## src/rtl/wb_stream_pkg.sv

```systemverilog
// Shared Wishbone stream-writer definitions: bus cycle-type constants and
// the burst controller's state encoding.
package wb_stream_pkg;

    localparam logic [2:0] CTI_CLASSIC = 3'b000;
    localparam logic [2:0] CTI_INC     = 3'b010;
    localparam logic [2:0] CTI_EOB     = 3'b111;

    localparam logic [1:0] BTE_LINEAR  = 2'b00;

    typedef enum logic [2:0] {
        IDLE  = 3'd0,
        LOAD  = 3'd1,
        WAIT  = 3'd2,
        BURST = 3'd3,
        DONE  = 3'd4
    } burst_state_t;

endpackage

```

## src/rtl/wb_stream_writer_burst_ctrl.sv

```systemverilog
// Wishbone incrementing-burst reader feeding the stream writer's output FIFO.
// Optional bus-error handling is enabled by WB_STREAM_WRITER_BURST_CTRL_ERR_EN.
module wb_stream_writer_burst_ctrl
    import wb_stream_pkg::*;
#(
    parameter int WB_AW   = 32,
    parameter int WB_DW   = 32,
    parameter int FIFO_AW = 4
) (
    input  logic                 clk,
    input  logic                 rst_n,
    input  logic                 start_i,
    input  logic [WB_AW-1:0]     start_adr_i,
    input  logic [WB_AW-1:0]     buf_size_i,
    input  logic [FIFO_AW:0]     burst_size_i,
    output logic                 busy_o,
    output logic                 done_o,
    output logic [WB_AW-1:0]     wb_adr_o,
    output logic [WB_DW/8-1:0]   wb_sel_o,
    output logic                 wb_we_o,
    output logic                 wb_cyc_o,
    output logic                 wb_stb_o,
    output logic [2:0]           wb_cti_o,
    output logic [1:0]           wb_bte_o,
    input  logic [WB_DW-1:0]     wb_dat_i,
    input  logic                 wb_ack_i,
`ifdef WB_STREAM_WRITER_BURST_CTRL_ERR_EN
    input  logic                 wb_err_i,
    output logic                 err_o,
`endif
    output logic [WB_DW-1:0]     fifo_d_o,
    output logic                 fifo_wr_o,
    input  logic [FIFO_AW:0]     fifo_cnt_i
);

    localparam int CNT_W = FIFO_AW + 1;
    localparam int DEPTH = 1 << FIFO_AW;
    localparam int LSB   = $clog2(WB_DW / 8);
    localparam logic [WB_AW-1:0] ADR_MASK = ~(WB_AW'((1 << LSB) - 1));
    localparam logic [WB_AW-1:0] ADR_STEP = WB_AW'(WB_DW / 8);

    burst_state_t state, state_nxt;

    logic [WB_AW-1:0] adr_q;
    logic [WB_AW-1:0] rem_q;
    logic [CNT_W-1:0] burst_q;
    logic [CNT_W-1:0] beats_q;
    logic [CNT_W-1:0] burst_clamped;
    logic [CNT_W-1:0] blen;
    logic [CNT_W-1:0] fifo_free;
    logic             bus_err;

`ifdef WB_STREAM_WRITER_BURST_CTRL_ERR_EN
    logic err_q;
    assign bus_err = wb_err_i;
    assign err_o   = err_q;
`else
    assign bus_err = 1'b0;
`endif

    // A burst is only launched when the FIFO can absorb every beat of it.
    always_comb begin
        burst_clamped = burst_size_i;
        if (burst_size_i == '0)
            burst_clamped = CNT_W'(1);
        else if (burst_size_i > CNT_W'(DEPTH))
            burst_clamped = CNT_W'(DEPTH);
        blen      = (rem_q < WB_AW'(burst_q)) ? rem_q[CNT_W-1:0] : burst_q;
        fifo_free = CNT_W'(DEPTH) - fifo_cnt_i;
    end

    always_ff @(posedge clk or negedge rst_n) begin
        if (!rst_n)
            state <= IDLE;
        else
            state <= state_nxt;
    end

    always_comb begin
        state_nxt = state;
        case (state)
            IDLE:  if (start_i) state_nxt = LOAD;
            LOAD:  state_nxt = (buf_size_i == '0) ? DONE : WAIT;
            WAIT:  if (fifo_free >= blen) state_nxt = BURST;
            BURST: begin
                if (bus_err)
                    state_nxt = DONE;
                else if (wb_ack_i && beats_q == CNT_W'(1))
                    state_nxt = (rem_q == WB_AW'(1)) ? DONE : WAIT;
            end
            DONE:  state_nxt = IDLE;
            default: state_nxt = IDLE;
        endcase
    end

    always_ff @(posedge clk or negedge rst_n) begin
        if (!rst_n) begin
            adr_q   <= '0;
            rem_q   <= '0;
            burst_q <= '0;
            beats_q <= '0;
        end else begin
            case (state)
                LOAD: begin
                    adr_q   <= start_adr_i & ADR_MASK;
                    rem_q   <= buf_size_i;
                    burst_q <= burst_clamped;
                end
                WAIT: if (fifo_free >= blen) beats_q <= blen;
                BURST: if (wb_ack_i && !bus_err) begin
                    adr_q   <= adr_q + ADR_STEP;
                    rem_q   <= rem_q - WB_AW'(1);
                    beats_q <= beats_q - CNT_W'(1);
                end
                default: ;
            endcase
        end
    end

`ifdef WB_STREAM_WRITER_BURST_CTRL_ERR_EN
    // Sticky until the next accepted start.
    always_ff @(posedge clk or negedge rst_n) begin
        if (!rst_n)
            err_q <= 1'b0;
        else if (state == IDLE && start_i)
            err_q <= 1'b0;
        else if (state == BURST && wb_err_i)
            err_q <= 1'b1;
    end
`endif

    assign busy_o    = (state != IDLE);
    assign done_o    = (state == DONE);
    assign wb_cyc_o  = (state == BURST);
    assign wb_stb_o  = wb_cyc_o;
    assign wb_adr_o  = adr_q;
    assign wb_cti_o  = !wb_cyc_o ? CTI_CLASSIC :
                       (beats_q == CNT_W'(1)) ? CTI_EOB : CTI_INC;
    assign wb_sel_o  = '1;
    assign wb_we_o   = 1'b0;
    assign wb_bte_o  = BTE_LINEAR;
    assign fifo_d_o  = wb_dat_i;
    assign fifo_wr_o = wb_cyc_o & wb_ack_i & ~bus_err;

endmodule

```

## config.mk

```make
export PLATFORM = sky130hd
export DESIGN_NAME = wb_stream_writer_burst_ctrl
export DESIGN_NICKNAME = d
export VERILOG_FILES = /design/src/rtl/wb_stream_pkg.sv /design/src/rtl/wb_stream_writer_burst_ctrl.sv
export SDC_FILE = /design/constraint.sdc
export NUM_CORES = 1
export LEC_CHECK = 0
export CAP_MARGIN = 10
export CORE_MARGIN = 2
export CORE_UTILIZATION = 25
export CTS_CLUSTER_SIZE = 25
export DETAILED_ROUTE_END_ITERATION = 16
export SLEW_MARGIN = 10
export SYNTH_ARGS = -nofsm -noshare
export SYNTH_HDL_FRONTEND = slang
export SYNTH_SLANG_ARGS = --single-unit
export TNS_END_PERCENT = 30
```

## constraint.sdc

```tcl
create_clock -name clk -period 8.7 [get_ports clk]
set_clock_uncertainty 0.2 [all_clocks]
set_input_delay 0.87 -clock clk [delete_from_list [all_inputs] [get_ports clk]]
set_output_delay 0.87 -clock clk [all_outputs]
set_load 0.05 [all_outputs]
```

After elaboration in Yosys (flattened, before gate mapping)

Cells that the tools add are included.

Equal/unequal tests: 10
Bitwise logic cells: 1
Magnitude comparators: 3
Reductions and logical operators: 10
Mux-type cells: 18
$add $sub $neg: 4

Operators by type and width:

| cell                                                  | count |
|---|---|
| one-hot mux 32 bit (2 select lines)                   | 2 |
| 2-to-1 mux 32 bit                                     | 2 |
| adder 32 x 3 -> 32 bit, second input constant         | 1 |
| equality test 32 x 1 -> 1 bit, second input constant  | 1 |
| logical NOT 32 bit                                    | 1 |
| < comparator 32 x 5 -> 1 bit                          | 1 |
| subtractor 32 x 1 -> 32 bit, second input constant    | 1 |
| 2-to-1 mux 5 bit                                      | 5 |
| 2-to-1 mux 3 bit                                      | 7 |
| one-hot mux 3 bit (4 select lines)                    | 1 |
| one-hot mux 5 bit (2 select lines)                    | 1 |
| equality test 3 x 2 -> 1 bit, second input constant   | 2 |
| AND reduction 3 bit                                   | 2 |
| equality test 5 x 1 -> 1 bit, second input constant   | 1 |
| greater-or-equal comparator 5 bit                     | 1 |
| greater-than comparator 5 bit, second input constant  | 1 |
| logical NOT 5 bit                                     | 1 |
| subtractor 5 x 1 -> 5 bit, second input constant      | 1 |
| subtractor 5 bit, first input constant                | 1 |
| inequality test 2 x 1 -> 1 bit, second input constant | 2 |
| inequality test 2 bit, second input constant          | 2 |
| nonzero test 2 bit                                    | 2 |
| equality test 3 x 1 -> 1 bit, second input constant   | 1 |
| equality test 3 bit, second input constant            | 1 |
| other kinds (5)                                       | 5 |

Word-level logic and storage cells: 51
Flip-flop bits (word level): 77

Depth between registers and ports, before layout

Word-level depth: 5
Depth in mapped cells: 14
Mapped depth without buffers: 14

Worst setup path before layout

No wires, ideal clock.

Path kind: register -> output
Start point: reg state[0]
End point: out wb_cti_o[2]
Data required time: 7.630 ns
Path buffers: 3
Data arrival time: 2.967 ns
Path slack: 4.663 ns
Cell stages (with the launch flop): 9
Cell sequence: dfrtp_1 -> nor2b_1 -> clkbuf_1 -> nand2_1 -> inv_1 -> clkbuf_1 -> nand2_1 -> nor3b_1 -> buf_4

Word-level cells in the longest chain between the ends: 2

Ends and longest elaborated chain:

| item                         | line                               | text |
|---|---|---|
| from (decl)                  | wb_stream_writer_burst_ctrl.sv:42  | `burst_state_t state, state_nxt;` |
| from (signal assigned)       | wb_stream_writer_burst_ctrl.sv:76  | `state <= state_nxt;` |
| equality test 3 x 2 -> 1 bit | wb_stream_writer_burst_ctrl.sv:134 | `assign wb_cyc_o = (state == BURST);` |
| 2-to-1 mux 3 bit             | wb_stream_writer_burst_ctrl.sv:137 | `assign wb_cti_o = !wb_cyc_o ? CTI_CLASSIC :` |
| to (decl)                    | wb_stream_writer_burst_ctrl.sv:23  | `output logic [2:0] wb_cti_o,` |

No other way between the ends.

Worst setup path in the final report

Start point: reg state[0]
End point: out fifo_wr_o

Word-level cells in the longest chain between the ends: 2

Ends and longest elaborated chain:

| item                         | line                               | text |
|---|---|---|
| equality test 3 x 2 -> 1 bit | wb_stream_writer_burst_ctrl.sv:134 |  |
| AND 1 bit                    | wb_stream_writer_burst_ctrl.sv:143 | `assign fifo_wr_o = wb_cyc_o & wb_ack_i & ~bus_err;` |
| to (decl)                    | wb_stream_writer_burst_ctrl.sv:32  | `output logic fifo_wr_o,` |

No other way between the ends.

==> impl_results.md <==
- Run status: complete, no violations
- Detailed-route wire length per cell: 16.69 um
- Final critical-path share of the clock period: 0.5555
- Worst Path Class, Setup: reg -> out
- Drt initial violations: 392
- Startpoint type of the worst setup path: register
- DP HPWL: 11,980 um
- Vias per cell: 5.185
- Seq cells post-synth: 75
- Required time reported for the critical path endpoint: 7.63 ns
- Die span in x: 149.0 um
- Highest achievable clock rate: 0.2069 GHz
- Combinational family with the most area after synthesis: compound AO/OA/AOI/OAI gates
- Warning count from the yosys run: 0
- Layout cells sized above 1: 0.04390
- Buffers on Ports: 113
- Area of the die: 0.02219 mm^2
- Startpoint of the most critical setup path: state[0]
- Number of enable flip-flop cells after synthesis: 0
- Complex-gate fraction of the synthesized area: 0.2377
- Area of the placeable core: 0.02082 mm^2
- CTS tree: done
- CTS-repair resized insts: 0
- Min-delay worst type: reg -> reg
- ANT nets after route: 0
- Area grow syn2layout: 25.77%
- Maximum number of pins on one net before global-route repair: 76
- Post-Syn Area per Cell: 7.863 um^2
- Main flop type after synthesis: sky130_fd_sc_hd__dfrtp_1
- Final WL: 16,770 um
- Post-CTS setup repair buffer count: 0
- Number of levels the H-tree was split into: 3
- Net count, final: 850
- Slew HR: 0.2643
- Max Fanout on Critical Path: 45
- First-pass GRT wire length: 26,900 um
- Xor/xnor share of the synthesized area: 0.005002
- DRC errors left: 0
- Worst path arrival time: 3.76 ns
- Gate count of the mapped netlist: 668
- Clock-pin slew reported for the worst setup and hold paths after clock tree synthesis: 0.06 ns
- Drt pass-1 iters: 5
- Clock period minus worst slack: 4.833 ns
- Count of final max-slew check failures: 0
- Clock insertion delay at the later pin of the skew report: 0.35 ns
- Cts-stage hold buffer count: 0
- Unrepaired setup endpoints after global routing: false
- Maximum capacitance violations: 0
- Launch point of the worst reg-to-reg path: rem_q[8]
- Final Setup Violations: 0
- Kind of end point of the critical path: primary output
- Share of synthesized area occupied by flip-flops and latches: 0.3573
- Fraction of synthesized area in multiplexers: 0.02501
- Number of global-route vias before repair: 4,838
- CTS root buffer: sky130_fd_sc_hd__clkbuf_16
- Leakage power: 2.521 nW
- Aggregate global-route resource usage: 0.1554
- Worst Tran Pin Value: 1.099 ns
- Total I/O pin count: 189
- Post-Syn Area: 0.005253 mm^2
- Pwr per Cell Area: 299.2 mW/mm^2
- Async set or reset register ratio after synthesis: 1.000
- Pwr Total: 1.977 mW
- Worst-case clock buffer depth: 2
- Clock buffers created by TritonCTS: 9
- Number of placed instances, taps included: 989
- Largest vdd supply drop: 0.1411 mV
- Starting density of the core: 0.2523
- Total negative slack for setup checks: 0 ns
- Synth Area in Adders: 0.03573
- Min-delay src: burst_q[0]
- Final cell count without fillers: 1,005
- Placer's final routability congestion estimate: 0.8346
- Number of distinct library cells after synthesis: 62
- Die Span Y: 149.0 um
- Placement row count: 53
- Sinks on the clock net: 75
- Final-report hold violation count: 0
- Post-synthesis share of cell area spent on and, or, nand and nor gates: 0.2292
- Via count: 5,211
- Remaining global-route overflow: 0
- Antenna violations before repair: 1
[area by class of cell]
class / instances / area, um^2
Antenna cell: 1 / 2.502
Clock buffer: 13 / 250.2
Clock inverter: 2 / 12.51
Fill cell: 2247 / 14220
Inverter: 22 / 82.58
Multi-Input combinational cell: 497 / 2856
Sequential cell: 75 / 1877
Tap cell: 275 / 344.1
Timing Repair Buffer: 120 / 1181
[logic make-up after synthesis]
| group | count (synthesis) |
|---|---|
| flip-flops | 75 |
| XOR/XNOR | 3 |
| buffers and inverters | 103 |
| AND/OR/NAND/NOR | 247 |
| multiplexers | 13 |
| AO/OA/AOI/OAI | 210 |
| adder cells (fa/ha/maj) | 15 |
| other | 2 |
[routing by layer]
metal | GRT usage | vias up | routed length (um)
li1 | - | 2521 | -
met1 | 0.2277 | 2480 | 8020
met2 | 0.2196 | 185 | 7075
met3 | 0.03884 | 25 | 1277
met4 | 0.05571 | 0 | 397
met5 | 0 | - | 0
[flip-flops by register name, indices dropped and copies added, names as in the netlist]
signal,count
burst_q,5
beats_q,5
rem_q,32
state,3
wb_adr_o,30
[cells in the mapped netlist (2+ instances only)]
cell type / number / area share
sky130_fd_sc_hd__o21ai_0: 52 / 0.050
sky130_fd_sc_hd__mux2i_1: 12 / 0.023
sky130_fd_sc_hd__dfrtp_1: 75 / 0.36
sky130_fd_sc_hd__or3_1: 12 / 0.014
sky130_fd_sc_hd__a2bb2oi_1: 4 / 0.0067
sky130_fd_sc_hd__or4_4: 2 / 0.0043
sky130_fd_sc_hd__o211ai_1: 2 / 0.0029
sky130_fd_sc_hd__o32ai_1: 6 / 0.010
sky130_fd_sc_hd__o31ai_1: 2 / 0.0029
sky130_fd_sc_hd__o41ai_1: 3 / 0.0050
sky130_fd_sc_hd__xnor2_1: 3 / 0.0050
sky130_fd_sc_hd__a41o_1: 2 / 0.0038
sky130_fd_sc_hd__inv_1: 21 / 0.015
sky130_fd_sc_hd__a21oi_1: 82 / 0.078
sky130_fd_sc_hd__o22ai_1: 23 / 0.027
sky130_fd_sc_hd__nor4_1: 19 / 0.023
sky130_fd_sc_hd__nor2_1: 52 / 0.037
sky130_fd_sc_hd__conb_1: 2 / 0.0014
sky130_fd_sc_hd__nand2b_1: 4 / 0.0048
sky130_fd_sc_hd__a221oi_1: 4 / 0.0067
sky130_fd_sc_hd__and3_1: 3 / 0.0036
sky130_fd_sc_hd__o22a_1: 3 / 0.0050
sky130_fd_sc_hd__clkbuf_1: 30 / 0.021
sky130_fd_sc_hd__nand2_1: 72 / 0.051
sky130_fd_sc_hd__ha_1: 15 / 0.036
sky130_fd_sc_hd__and4_1: 2 / 0.0033
sky130_fd_sc_hd__or2_2: 2 / 0.0024
sky130_fd_sc_hd__a31oi_1: 8 / 0.0095
sky130_fd_sc_hd__nand4_1: 7 / 0.0083
sky130_fd_sc_hd__nor3_1: 21 / 0.020
sky130_fd_sc_hd__nand3_1: 37 / 0.035
sky130_fd_sc_hd__nor3b_1: 3 / 0.0043
sky130_fd_sc_hd__a22oi_1: 4 / 0.0057
sky130_fd_sc_hd__buf_6: 2 / 0.0043
sky130_fd_sc_hd__buf_1: 4 / 0.0029
sky130_fd_sc_hd__nand3b_1: 3 / 0.0043
sky130_fd_sc_hd__buf_4: 45 / 0.064
[metrics by stage]
step / area (um^2) / utilization / setup WS, ns / hold WS [ns]
finish: 6606 / 0.3173 / 3.867 / 0.3195
global route: 6606 / 0.3173 / 3.619 / 0.3391
CTS: 6604 / 0.3171 / 3.850 / 0.3208
detailed placement: 6341 / 0.3045 / 4.230 / 0.3081
global placement: 6341 / 0.3045 / 4.204 / 0.3029
floorplan: 5279 / - / 4.663 / 0.2569
[cell usage in the layout, fill, tap and decap left out, types with 4 or more instances in the layout]
master / netlist / routed
sky130_fd_sc_hd__nand2b_1: 4 / 4
sky130_fd_sc_hd__nor4_1: 19 / 19
sky130_fd_sc_hd__dfrtp_1: 75 / 75
sky130_fd_sc_hd__clkdlybuf4s50_1: 0 / 112
sky130_fd_sc_hd__a31oi_1: 8 / 8
sky130_fd_sc_hd__buf_4: 45 / 8
sky130_fd_sc_hd__a21oi_1: 82 / 81
sky130_fd_sc_hd__clkbuf_16: 0 / 9
sky130_fd_sc_hd__o21ai_0: 52 / 52
sky130_fd_sc_hd__o22ai_1: 23 / 23
sky130_fd_sc_hd__nor2_1: 52 / 52
sky130_fd_sc_hd__a22oi_1: 4 / 4
sky130_fd_sc_hd__nor3_1: 21 / 21
sky130_fd_sc_hd__nand2_1: 72 / 72
sky130_fd_sc_hd__mux2i_1: 12 / 12
sky130_fd_sc_hd__inv_1: 21 / 20
sky130_fd_sc_hd__ha_1: 15 / 15
sky130_fd_sc_hd__nand4_1: 7 / 7
sky130_fd_sc_hd__conb_1: 2 / 9
sky130_fd_sc_hd__or3_1: 12 / 12
sky130_fd_sc_hd__o32ai_1: 6 / 6
sky130_fd_sc_hd__a2bb2oi_1: 4 / 4
sky130_fd_sc_hd__a221oi_1: 4 / 4
sky130_fd_sc_hd__nand3_1: 37 / 37
[power breakdown]
part	internal, mW	total, mW	switching, mW
registers	0.473	0.651	0.177
logic	0.342	0.976	0.633
clock network	0.199	0.350	0.151
total	1.02	1.98	0.962
[worst max-delay path, stage by stage (launching register included)]
cell                              delay (ns)
sky130_fd_sc_hd__dfrtp_1                0.40
sky130_fd_sc_hd__nor2b_2                0.15
sky130_fd_sc_hd__buf_4                  0.30
sky130_fd_sc_hd__nand2_1                0.09
sky130_fd_sc_hd__buf_4                  0.25
sky130_fd_sc_hd__inv_2                  0.55
sky130_fd_sc_hd__nand2_1                0.44
sky130_fd_sc_hd__clkinv_1               0.34
sky130_fd_sc_hd__clkdlybuf4s50_1        0.87
[final timing paths]
check	end	slack, ns	cells past startpoint
worst max-delay path	fifo_wr_o	3.87	8
worst min-delay path	burst_q[0]	0.32	2
worst max register to register	beats_q[1]	4.61	12
worst min register to register	burst_q[0]	0.32	2
max in group asynchronous	burst_q[0]	7.16	1
min in group asynchronous	wb_adr_o[16]	0.49	1
Note: power is estimated with default switching activity, not from simulation.
